[src/rtl/video_rx.sv]
// Serial video frame receiver: oversamples a slow bit clock, locks onto the
// end-of-frame sync and delivers the frame one row at a time with error tracking.
module video_rx #(
  parameter int ROW_BITS = 16,
  parameter int ROWS     = 16
) (
  input  logic                    clk,
  input  logic                    reset,
  input  logic                    video_clk,
  input  logic                    video_in,
  input  logic                    video_sync,
  output logic [ROW_BITS-1:0]     row_data,
  output logic [$clog2(ROWS)-1:0] row_addr,
  output logic                    row_valid,
  output logic                    frame_done,
  output logic                    frame_err,
  output logic                    locked,
  output logic [7:0]              err_count
);

  localparam int FRAME_BITS = ROW_BITS * ROWS;
  localparam int COL_W      = $clog2(ROW_BITS);
  localparam int ROW_W      = $clog2(ROWS);
  localparam int K_W        = $clog2(FRAME_BITS) + 1;
  localparam logic [K_W-1:0] K_FULL = K_W'(FRAME_BITS);

  typedef enum logic {HUNT = 1'b0, RECEIVE = 1'b1} state_e;

  logic [1:0] vclk_sync_q, vin_sync_q, vsync_sync_q;
  logic       vclk_prev_q;
  logic       strobe;

  state_e                  state_q, state_d;
  logic [K_W-1:0]          k_q, k_d;
  logic [ROW_BITS-1:0]     shift_q, shift_d;
  logic [ROW_BITS-1:0]     row_data_q, row_data_d;
  logic [ROW_W-1:0]        row_addr_q, row_addr_d;
  logic                    row_valid_q, row_valid_d;
  logic                    done_q, done_d;
  logic                    err_q, err_d;
  logic [7:0]              err_cnt_q, err_cnt_d;

  always_ff @(posedge clk) begin
    if (reset) begin
      vclk_sync_q  <= '0;
      vin_sync_q   <= '0;
      vsync_sync_q <= '0;
      vclk_prev_q  <= 1'b0;
    end else begin
      vclk_sync_q  <= {vclk_sync_q[0], video_clk};
      vin_sync_q   <= {vin_sync_q[0], video_in};
      vsync_sync_q <= {vsync_sync_q[0], video_sync};
      vclk_prev_q  <= vclk_sync_q[1];
    end
  end

  assign strobe = vclk_sync_q[1] & ~vclk_prev_q;

  always_ff @(posedge clk) begin
    if (reset) begin
      state_q     <= HUNT;
      k_q         <= '0;
      shift_q     <= '0;
      row_data_q  <= '0;
      row_addr_q  <= '0;
      row_valid_q <= 1'b0;
      done_q      <= 1'b0;
      err_q       <= 1'b0;
      err_cnt_q   <= '0;
    end else begin
      state_q     <= state_d;
      k_q         <= k_d;
      shift_q     <= shift_d;
      row_data_q  <= row_data_d;
      row_addr_q  <= row_addr_d;
      row_valid_q <= row_valid_d;
      done_q      <= done_d;
      err_q       <= err_d;
      err_cnt_q   <= err_cnt_d;
    end
  end

  always_comb begin
    state_d     = state_q;
    k_d         = k_q;
    shift_d     = shift_q;
    row_data_d  = row_data_q;
    row_addr_d  = row_addr_q;
    row_valid_d = 1'b0;
    done_d      = 1'b0;
    err_d       = 1'b0;
    err_cnt_d   = err_cnt_q;
    if (strobe) begin
      case (state_q)
        HUNT: begin
          if (vsync_sync_q[1]) begin
            state_d = RECEIVE;
            k_d     = '0;
          end
        end
        RECEIVE: begin
          if (vsync_sync_q[1]) begin
            k_d = '0;
            if (k_q == K_FULL) begin
              done_d = 1'b1;
            end else begin
              err_d = 1'b1;
              if (err_cnt_q != 8'hFF) err_cnt_d = err_cnt_q + 8'd1;
            end
          end else if (k_q == K_FULL) begin
            // Overlong frame: drop the extra bit and resynchronise on the next sync.
            err_d   = 1'b1;
            state_d = HUNT;
            k_d     = '0;
            if (err_cnt_q != 8'hFF) err_cnt_d = err_cnt_q + 8'd1;
          end else begin
            shift_d = {vin_sync_q[1], shift_q[ROW_BITS-1:1]};
            k_d     = k_q + K_W'(1);
            if (k_q[COL_W-1:0] == {COL_W{1'b1}}) begin
              row_data_d  = shift_d;
              row_addr_d  = k_q[COL_W +: ROW_W];
              row_valid_d = 1'b1;
            end
          end
        end
        default: state_d = HUNT;
      endcase
    end
  end

  assign row_data   = row_data_q;
  assign row_addr   = row_addr_q;
  assign row_valid  = row_valid_q;
  assign frame_done = done_q;
  assign frame_err  = err_q;
  assign locked     = (state_q == RECEIVE);
  assign err_count  = err_cnt_q;

endmodule

[config.mk]
export PLATFORM = sky130hd
export DESIGN_NAME = video_rx
export DESIGN_NICKNAME = d
export VERILOG_FILES = /design/src/rtl/video_rx.sv
export SDC_FILE = /design/constraint.sdc
export NUM_CORES = 1
export LEC_CHECK = 0
export ABC_AREA = 1
export CORE_ASPECT_RATIO = 1.25
export CORE_MARGIN = 2
export CORE_UTILIZATION = 49
export CTS_CLUSTER_DIAMETER = 200
export CTS_CLUSTER_SIZE = 24
export DETAILED_ROUTE_END_ITERATION = 10
export PLACE_DENSITY = 0.81
export SLEW_MARGIN = 20
export SYNTH_ARGS = -nofsm -noshare
export SYNTH_HDL_FRONTEND = slang
export SYNTH_SLANG_ARGS = --single-unit
[constraint.sdc]
create_clock -name clk -period 1.8 [get_ports clk]
set_input_delay 0.18 -clock clk [delete_from_list [all_inputs] [get_ports clk]]
set_output_delay 0.18 -clock clk [all_outputs]
set_load 0.01 [all_outputs]
==> summary.md, run 1 <==
| Metric | Value |
|---|---|
| Status | `completed` |
| Drt drc | `0` |
| Initial antenna violation count | `0` |
| Post-DP HPWL | `~3700 um` |
| Worst slew pin tran | `0.620 ns` |
| XOR/XNOR share of the synthesized area | `0.327%` |
| Synth area leaders | `dfxtp_1 (47%), nand2_1 (15%), a21oi_1 (5.4%)` |
| Min Tclk post-route | `between 1.5 and 2 ns` |
| Dpl cells | `around 450` |
| Synthesized flop and latch total | `between 60 and 70` |
| DRT Pass-1 Iters | `4` |
| Min-Delay Path Depth | `4` |
| CTS tree | `yes` |
| Die X-Extent | `70.2 um` |
| PwrDens | `just under 800 nW/um2` |
| Crit. End Element | `register` |
| Endpoints failing setup | `0` |
| Core ar. | `around 5400 um2` |
| Critical path class | `register to register` |
| Worst hold endpoint | `err_count[6]` |
| Worst-path maximum fanout | `8` |
| Max Fclk | `about 0.59 GHz` |
| Post-Synth Simple-Gate Area | `around 28%` |
| Total number of vias | `roughly 2300` |
| Antenna cell count | `0` |
| R2R cell count | `13` |
| GRT Residual Overflow | `0` |
| Warnings from Yosys | `0` |
| Fin crit share | `93.8%` |
| Setup tns final | `0 ns` |
| Hold Crit Class | `primary input to register` |
| DRT Wirelength | `about 5600 um` |
| Root buffer cell | `clkbuf_8` |
| Instance area after placement | `3140 um2` |
| Yosys top cell area share | `~47%` |
| Setup crit start | `k_q[0]` |
| CTS Hold Buffers Added | `0` |
| Mux contribution to synthesized area | `0%` |
| Vias in the first global route | `approximately 2100` |
| Relative slew slack | `58.4%` |
| Peak VDD IR | `0.795 mV` |
| Syn avg cell area | `7.68 um2` |
| Site Rows | `30` |
| Max H-tree Level | `3` |
| Area Growth Syn to Fin | `28.0%` |
| Die Y | `slightly below 90 um` |
| Initial Utilization | `about half` |
| Post-Syn Instances | `349` |
| Leak pwr | `between 1 and 1.5 nW` |
| Initial DRC count | `just under 80` |
| Via density | `4.93` |
| GP Congestion | `approximately 0.9` |
| Pin count of the biggest net entering global routing | `46` |
| Synth Area in Adders | `2.80%` |
| Area leader, netlist | `dfxtp_1` |
| Layout fillers | `~460` |
| Register area share after synthesis | `47.1%` |
| All-Layer GR Usage | `19.6%` |
| Cell area after synthesis | `between 2000 and 3000 um2` |
| Reg2reg end | `err_count[7]` |
| Finished Cell Area | `3430 um2` |
| CTS buffer count | `9` |
| RR Startpoint | `k_q[0]` |
| Wire per inst | `11.8 um` |
| Nets | `413` |
| Hold Slack | `roughly 0.33 ns` |
| Footprint of the multi-input gates | `roughly 1300 um2` |
| Final hold violation count | `0` |
| Sinks on Clock Net | `63` |
| Syn_nets | `360` |
| HP Start | `reset` |
| Arrival time of the worst setup path | `~1.9 ns` |
| Clk_lat worst skew | `between 0.3 and 0.4 ns` |
| RSZ-0062 raised after global routing | `true` |
| Combinational family with the most area after synthesis | `simple AND/OR/NAND/NOR gates` |
| Antenna Nets Post-Route | `0` |
| WP data required | `around 2 ns` |
| Skew final | `approximately 0.011 ns` |
| Final Util | `between 60% and 70%` |
| IO Port Bufs | `36` |
| FF/Latch Area | `roughly 1300 um2` |
| CP Launch Type | `register` |
| I/O Pins | `37` |
| Clk slew on worst S/H paths | `~0.07 ns` |
| Layout cells sized above 1 | `approximately a fifth` |
| Full die area | `6080 um2` |
| Max_cap viols | `0` |
| First-pass GRT wire length | `~9400 um` |
| R2r setup slk | `~0.11 ns` |
| Pins Over Slew Limit | `0` |
| Yosys cell types | `29` |
| Fin cells | `about 470` |
| Complex-gate fraction of the synthesized area | `roughly 14%` |
| Longest Clk Path Bufs | `2` |
==> registers in the layout, summed over array words and instances (netlist names) <==
| signal | count |
|---|---|
| row_data | 16 |
| row_valid | 1 |
| shift_q | 15 |
| vsync_sync_q | 2 |
| vclk_prev_q | 1 |
| frame_done | 1 |
| locked | 1 |
| err_count | 8 |
| row_addr | 4 |
| frame_err | 1 |
| k_q | 9 |
| vin_sync_q | 2 |
| vclk_sync_q | 2 |
==> power breakdown <==
| part | leakage (nW) | internal (W) | switching (W) |
|---|---|---|---|
| logic | 0.651 | 0.0000183 | 0.0000372 |
| clock network | 0.0992 | 0.000640 | 0.000576 |
| registers | 0.510 | 0.00140 | 0.00000408 |
==> final cells by class <==
type,count,area share [%]
inverter,33,3.83
clock buffer,9,3.61
tap,64,2.33
clock inverter,7,2.15
multi-input combinational,242,36.7
sequential,63,36.8
timing repair buffer,53,14.6
==> critical path: stages, from the launching register on <==
cell	delay [ns]
dfxtp_2	0.33
inv_2	0.07
ha_4	0.13
nand2_2	0.06
nor2_4	0.10
nand2_2	0.08
ha_4	0.27
inv_2	0.03
nor2_4	0.14
nand2_4	0.11
nor2_2	0.12
nand2_1	0.06
nand2_1	0.05
nor2_1	0.05
==> synthesized netlist by cell type <==
library cell and n:
nand3b_1 1, buf_8 1, inv_4 2, nand2_1 107, a21oi_1 29, nor2_2 4, dfxtp_1 63, nor2_1 33
nand3_1 10, nand2_2 10, clkbuf_1 5, buf_12 1, nand4_1 2, o21ai_1 1, buf_4 1, a21oi_2 16
o211ai_1 1, a221oi_1 1, buf_2 2, xor2_1 1, inv_2 3, buf_6 1, nor2_8 1, ha_1 6
nand2_4 1, nor2_4 2, inv_1 28, o21ai_0 12, nor3_1 4
==> cell families (layout without fill, tap and decap cells) <==
logic type	after synthesis	count (layout)
compound gates	60	60
xor+xnor	1	1
fa+ha+maj	6	6
buf+inv	44	102
flops	63	63
simple gates	175	175
==> through the flow <==
| step | setup slack (ns) | total power [W] |
|---|---|---|
| after global placement | 0.0333 | 0.00149 |
| after detailed placement | -0.00658 | 0.00149 |
| after floorplan | 0.0272 | 0.00147 |
| after CTS | 0.00235 | 0.00270 |
| final | 0.111 | 0.00268 |
| after global routing | -0.0344 | 0.00277 |
==> placed cells by master (no fill, tap or decap), types with 3 or more instances in the layout <==
cell	instances
nor2_2	6
nor2_4	3
inv_1	24
nand2_2	11
a21oi_1	29
nor3_1	4
nand2_1	105
o21ai_0	10
ha_1	4
buf_4	15
clkinv_4	3
clkbuf_8	9
inv_2	6
dfxtp_1	61
a21oi_2	16
nand3_1	10
inv_4	3
clkdlybuf4s50_1	35
nor2_1	30
==> routing by layer <==
| metal | GRT usage, % | up-vias | part of all wire [%] |
|---|---|---|---|
| li1 | - | 1211 | - |
| met1 | 23.7 | 1055 | 44 |
| met2 | 31.9 | 46 | 49 |
| met3 | 6.28 | 8 | 4.8 |
| met4 | 8.92 | 0 | 1.8 |
| met5 | 0 | - | 0 |
==> how the worst max path moves through the flow <==
| stage | endpoint | slack [ns] | depth (start not counted) |
|---|---|---|---|
| after floorplan | err_count[4] | 0.03 | 13 |
| after global placement | err_count[7] | 0.03 | 13 |
| after detailed placement | err_count[4] | -0.007 | 13 |
| after CTS | shift_q[11] | 0.002 | 11 |
| after global routing | err_count[3] | -0.03 | 12 |
| final | err_count[7] | 0.11 | 13 |
==> repair_timing <==
action,4_1_cts,5_1_grt
gates resized for setup,3,20
buffers inserted,0,4
endpoints found under the setup margin,2,43
pin swaps,0,8
Power figures use the tool's default switching activity.
==> inputs of run 2 (changes only) <==
--- a/config.mk
+++ b/config.mk
@@ -6,9 +6,11 @@
 export NUM_CORES = 1
 export LEC_CHECK = 0
 export ABC_AREA = 1
+export CELL_PAD_IN_SITES_DETAIL_PLACEMENT = 1
+export CELL_PAD_IN_SITES_GLOBAL_PLACEMENT = 1
 export CORE_ASPECT_RATIO = 1.25
 export CORE_MARGIN = 2
-export CORE_UTILIZATION = 49
+export CORE_UTILIZATION = 36
 export CTS_CLUSTER_DIAMETER = 200
 export CTS_CLUSTER_SIZE = 24
 export DETAILED_ROUTE_END_ITERATION = 10
==> run 2 against run 1 <==
Against the previous run: via count increased by 4.4%; non-clock buffer count up 5; combinational power is 3% higher; sequential power barely moved; core utilization fell by 16 points; critical path type unchanged.
==> summary.md, run 2 (synthesis gave the netlist of run 1 again) <==
| Metric | Value |
|---|---|
| Status | `completed` |
| Total number of vias | `approximately 2400` |
| DRT Wirelength | `just under 7000 um` |
| Max H-tree Level | `3` |
| Most common cell after layout, fill and taps aside | `nand2_1` |
| CP Launch Type | `register` |
| CTS buffer count | `9` |
| Initial DRC count | `between 70 and 80` |
| Die X-Extent | `just over 80 um` |
| Relative slew slack | `a little over half` |
| Post-DP HPWL | `~4300 um` |
| Instance area after placement | `around 3200 um2` |
| All-Layer GR Usage | `between 10% and 20%` |
| Antenna cell count | `0` |
| Finished Cell Area | `3510 um2` |
| Sw power | `0.000638 W` |
| Drt drc | `0` |
| Clk_lat worst skew | `approximately 0.35 ns` |
| Root buffer cell | `clkbuf_8` |
| Met3 GRT Util | `between 4 and 5%` |
| Internal Pwr Total | `0.00206 W` |
| Endpoints failing setup | `0` |
| First-pass GRT wire length | `between 10000 and 15000 um` |
| Critical Path Max Stage Delay | `0.33 ns` |
| Slowest cell on crit path | `dfxtp_2` |
| RSZ-0062 raised after global routing | `true` |
| Total Power | `between 0.002 and 0.003 W` |
| Final hold violation count | `0` |
| Core ar. | `around 7300 um2` |
| Most frequent cells in the layout | `nand2_1 (105), dfxtp_1 (61), clkdlybuf4s50_1 (35)` |
| Fin crit share | `96.9%` |
| GR Util met1 | `19.6%` |
| Full die area | `slightly above 8000 um2` |
| GR Layer Usage met2 | `a little under a third` |
| Layout cells sized above 1 | `22.1%` |
| Die Y | `100 um` |
| Hold Crit Class | `primary input to register` |
| Arrival time of the worst setup path | `1.96 ns` |
| Critical path, cell by cell | `inv_2 -> ha_4 -> nand2_4 -> nor2_4 -> nand2_2 -> ha_4 -> inv_2 -> nor2_4 -> nand2_4 -> buf_4 -> nand2_1 -> a21oi_1` |
| WP data required | `2.02 ns` |
| Wire per inst | `13.5 um` |
| Pins Over Slew Limit | `0` |
| Switching share of power | `between 20% and 30%` |
| Crit. End Element | `register` |
| Hold Slack | `~0.35 ns` |
| Worst slew pin tran | `just over 0.7 ns` |
| Combinational Power Share | `2.1%` |
| Antenna Nets Post-Route | `0` |
| Area Growth Syn to Fin | `30.8%` |
| DRT Pass-1 Iters | `4` |
| Max_cap viols | `0` |
| Nets | `around 420` |
| Leak pwr | `about 1.3 nW` |
| CTS tree | `yes` |
| Clk slew on worst S/H paths | `0.07 ns` |
| Peak VDD IR | `between 0.5 and 0.6 mV` |
| Min Tclk post-route | `approximately 1.7 ns` |
| GRT Residual Overflow | `0` |
| Initial Utilization | `between 30% and 40%` |
| Clk pwr share | `approximately 46%` |
| Sinks on Clock Net | `63` |
| Longest Clk Path Bufs | `2` |
| GP Congestion | `0.874` |
| Pin count of the biggest net entering global routing | `46` |
| Initial antenna violation count | `0` |
| Max Fclk | `about 0.57 GHz` |
| Via density | `4.80` |
| Site Rows | `35` |
| PwrDens | `slightly below 800 nW/um2` |
| Skew final | `0.00897 ns` |
| Grt peak-use layer | `met2` |
| Max reg flops | `16` |
| Critical path class | `register to register` |
| CTS Hold Buffers Added | `0` |
| IO Port Bufs | `36` |
| Sequential power share | `between 50% and 60%` |
| Worst-path maximum fanout | `7` |
| I/O Pins | `37` |
| Vias in the first global route | `2487` |
-- run 2: path summary, 6_finish.rpt --
path | endpoint | slack [ns] | cells past startpoint | from
worst max-delay path | err_count[2] | 0.06 | 12 | k_q[1]
worst max register to register | err_count[2] | 0.06 | 12 | k_q[1]
worst min-delay path | vsync_sync_q[0] | 0.35 | 3 | video_sync
worst min register to register | vin_sync_q[1] | 0.40 | 2 | vin_sync_q[0]
-- run 2: routing by layer --
layer / part of all wire [%] / routed length, um
met1: 44 / 2980
met2: 51 / 3440
met3: 2.9 / 196
met4: 2.5 / 167
met5: 0 / 0
-- run 2: layout make-up --
type	count	area [um2]
Multi-Input combinational cell	242	1260
Timing Repair Buffer	58	537
Sequential cell	63	1260
Clock inverter	7	72.6
Inverter	33	129
Fill cell	889	3810
Clock buffer	9	124
Tap cell	92	115
-- run 2: power by group through the flow --
stage	sequential [W]	clock [W]	combinational, W
floorplan	0.00144	0	0.0000368
CTS	0.00140	0.00127	0.0000559
finish	0.00140	0.00123	0.0000569
global placement	0.00144	0	0.0000541
detailed placement	0.00144	0	0.0000558
global route	0.00140	0.00133	0.0000640
-- run 2: what timing repair did --
| item | in CTS | in global routing |
|---|---|---|
| pin swaps | 2 | 5 |
| gates cloned | 0 | 0 |
| buffers inserted | 5 | 5 |
| endpoints found under the setup margin | 13 | 43 |
| endpoints found under the hold margin | 0 | 0 |
| gates resized for setup | 1 | 20 |
-- run 2: stage by stage --
step	TNS, ns	setup WS [ns]	util [%]	std cells
after detailed placement	-0.126	-0.0555	43.4	478
after global placement	0	0.0171	43.4	478
final	0	0.0554	47.9	504
after floorplan	0	0.0272	-	349
after global routing	-0.159	-0.0544	47.9	504
after CTS	-0.00916	-0.00628	46.6	499
-- run 2: worst max-delay path, delay by kind of cell, from the launching register on --
| family | cells | cell delay, ns |
|---|---|---|
| flip-flops | 1 | 0.33 |
| AO/OA/AOI/OAI | 1 | 0.05 |
| adder cells (fa/ha/maj) | 2 | 0.42 |
| buffers and inverters | 3 | 0.25 |
| AND/OR/NAND/NOR | 6 | 0.56 |
==> inputs of run 3 (changes only) <==
--- a/config.mk
+++ b/config.mk
@@ -10,11 +10,12 @@
 export CELL_PAD_IN_SITES_GLOBAL_PLACEMENT = 1
 export CORE_ASPECT_RATIO = 1.25
 export CORE_MARGIN = 2
-export CORE_UTILIZATION = 36
+export CORE_UTILIZATION = 41
 export CTS_CLUSTER_DIAMETER = 200
 export CTS_CLUSTER_SIZE = 24
 export DETAILED_ROUTE_END_ITERATION = 10
-export PLACE_DENSITY = 0.81
+export DONT_BUFFER_PORTS = 1
+export PLACE_DENSITY = 0.8
 export SLEW_MARGIN = 20
 export SYNTH_ARGS = -nofsm -noshare
 export SYNTH_HDL_FRONTEND = slang
==> run 3 against run 2 <==
Against the previous run: fmax fell by 2.8%; clock power rose by 18%; first-iteration DRC count fell by 3.8%; sequential power barely moved; hold slack got worse by 0.21 ns; clock skew fell by 0.00053 ns.
==> summary.md, run 3 (synthesis gave the netlist of run 1 again) <==
| Metric | Value |
|---|---|
| Die Y | `about 94 um` |
| Drt drc | `0` |
| Site Rows | `32` |
| Hold Slack | `approximately 0.14 ns` |
| Die X-Extent | `76.3 um` |
| PwrDens | `roughly 890 nW/um2` |
| Clk pwr share | `49.7%` |
| Initial DRC count | `76` |
| Sw power | `0.000579 W` |
| Clk_lat worst skew | `about 0.34 ns` |
| Post-DP HPWL | `4430 um` |
| Arrival time of the worst setup path | `about 2.0 ns` |
| DRT Pass-1 Iters | `4` |
| Antenna cell count | `0` |
| Fin crit share | `roughly 100%` |
| I/O Pins | `37` |
| Min Tclk post-route | `~1.8 ns` |
| Setup ws final | `between 0.004 and 0.005 ns` |
| Final hold violation count | `0` |
| Core ar. | `6250 um2` |
| Vias in the first global route | `approximately 2500` |
| Leak pwr | `around 1.2 nW` |
| Sinks on Clock Net | `63` |
| Area Growth Syn to Fin | `22.6%` |
| Endpoints failing setup | `0` |
| Max_cap viols | `0` |
| Root buffer cell | `clkbuf_8` |
| Most frequent cells in the layout | `nand2_1 (103), dfxtp_1 (60), nor2_1 (29)` |
| Crit. End Element | `register` |
| Setup tns final | `0 ns` |
| Critical path class | `register to register` |
| Relative slew slack | `65.3%` |
| RSZ-0062 raised after global routing | `true` |
| Wire per inst | `around 16 um` |
| Hold Crit Class | `primary input to register` |
| Initial antenna violation count | `0` |
| First-pass GRT wire length | `11600 um` |
| Longest Clk Path Bufs | `2` |
| GP Congestion | `0.884` |
| GRT Residual Overflow | `0` |
| Internal Pwr Total | `between 0.002 and 0.0025 W` |
| Worst-path maximum fanout | `4` |
| Switching share of power | `around a fifth` |
| All-Layer GR Usage | `approximately a fifth` |
| Layout cells sized above 1 | `roughly a quarter` |
| Sequential power share | `about half` |
| Max H-tree Level | `3` |
| IO Port Bufs | `0` |
| Pins Over Slew Limit | `0` |
| Full die area | `7200 um2` |
| CTS buffer count | `9` |
| Skew final | `0.00844 ns` |
| Worst slew pin tran | `roughly 0.52 ns` |
| Status | `completed` |
| Max reg flops | `16` |
| CP Launch Type | `register` |
| Most common cell after layout, fill and taps aside | `nand2_1` |
| Max Fclk | `between 0.5 and 0.6 GHz` |
| Place WS | `-0.0632 ns` |
| Layout fillers | `786` |
| Total number of vias | `2382` |
| WP data required | `2.03 ns` |
| Pin count of the biggest net entering global routing | `39` |
| CTS tree | `yes` |
| DRT Wirelength | `between 7000 and 8000 um` |
| Clk slew on worst S/H paths | `around 0.07 ns` |
| Peak VDD IR | `0.700 mV` |
| Initial Utilization | `between 40% and 50%` |
| Antenna Nets Post-Route | `0` |
| Nets | `388` |
| Combinational Power Share | `2.2%` |
| Via density | `~5.1` |
run 3: critical path: stages (launching register included):
cell	delay, ns
dfxtp_1	0.36
inv_1	0.12
nand2_1	0.10
nor2_2	0.15
nand2_4	0.08
ha_4	0.26
inv_2	0.04
nor2_4	0.15
nand3_1	0.13
o21ai_0	0.22
nor2_1	0.07
run 3: cell type report:
| type | instances | area (um2) | area share (%) |
|---|---|---|---|
| multi-input cells | 242 | 1300 | 39.6 |
| flip-flops and latches | 63 | 1260 | 38.5 |
| clock buffers | 11 | 131 | 4.00 |
| repair buffers | 28 | 256 | 7.81 |
| well taps | 85 | 106 | 3.24 |
| clock inverters | 4 | 95.1 | 2.89 |
| inverters | 33 | 131 | 4.00 |
run 3: timing repair:
| item | in CTS | in global routing |
|---|---|---|
| pin swaps | 5 | 5 |
| endpoints found under the setup margin | 34 | 43 |
| resized for setup | 5 | 26 |
| setup buffers | 4 | 1 |
| endpoints found under the hold margin | 45 | 0 |
| hold buffers | 8 | 0 |
| cloned | 0 | 0 |
run 3: final timing paths:
path         cells past startpoint  slack, ns          start           end
max                             10      0.005         k_q[5]  err_count[5]
min                              2       0.14          reset  row_data[13]
max reg2reg                     10      0.005         k_q[5]  err_count[5]
min reg2reg                      2       0.48  vin_sync_q[1]  row_data[15]
run 3: through the flow:
step	util, %	instance area [um2]	instances	total power, W
2_1_floorplan	-	2680	349	0.00147
3_3_place_gp	45.3	2830	438	0.00146
3_5_place_dp	45.3	2830	438	0.00147
4_1_cts	51.0	3190	465	0.00294
5_1_grt	52.6	3290	466	0.00301
6_report	52.6	3290	466	0.00292
run 3: layer usage:
layer / global-route usage, % / share of wire [%]
met3: 4.59 / 3.0
met2: 38.1 / 53
met5: 0 / 0
met1: 22.1 / 40
met4: 11.4 / 3.4
run 3: power by group through the flow:
stage | Clock (W) | Combinational (W) | Sequential [W]
final | 0.00145 | 0.0000629 | 0.00140
after global placement | 0 | 0.0000273 | 0.00144
after floorplan | 0 | 0.0000368 | 0.00144
after CTS | 0.00148 | 0.0000599 | 0.00140
after global routing | 0.00153 | 0.0000695 | 0.00140
after detailed placement | 0 | 0.0000289 | 0.00144
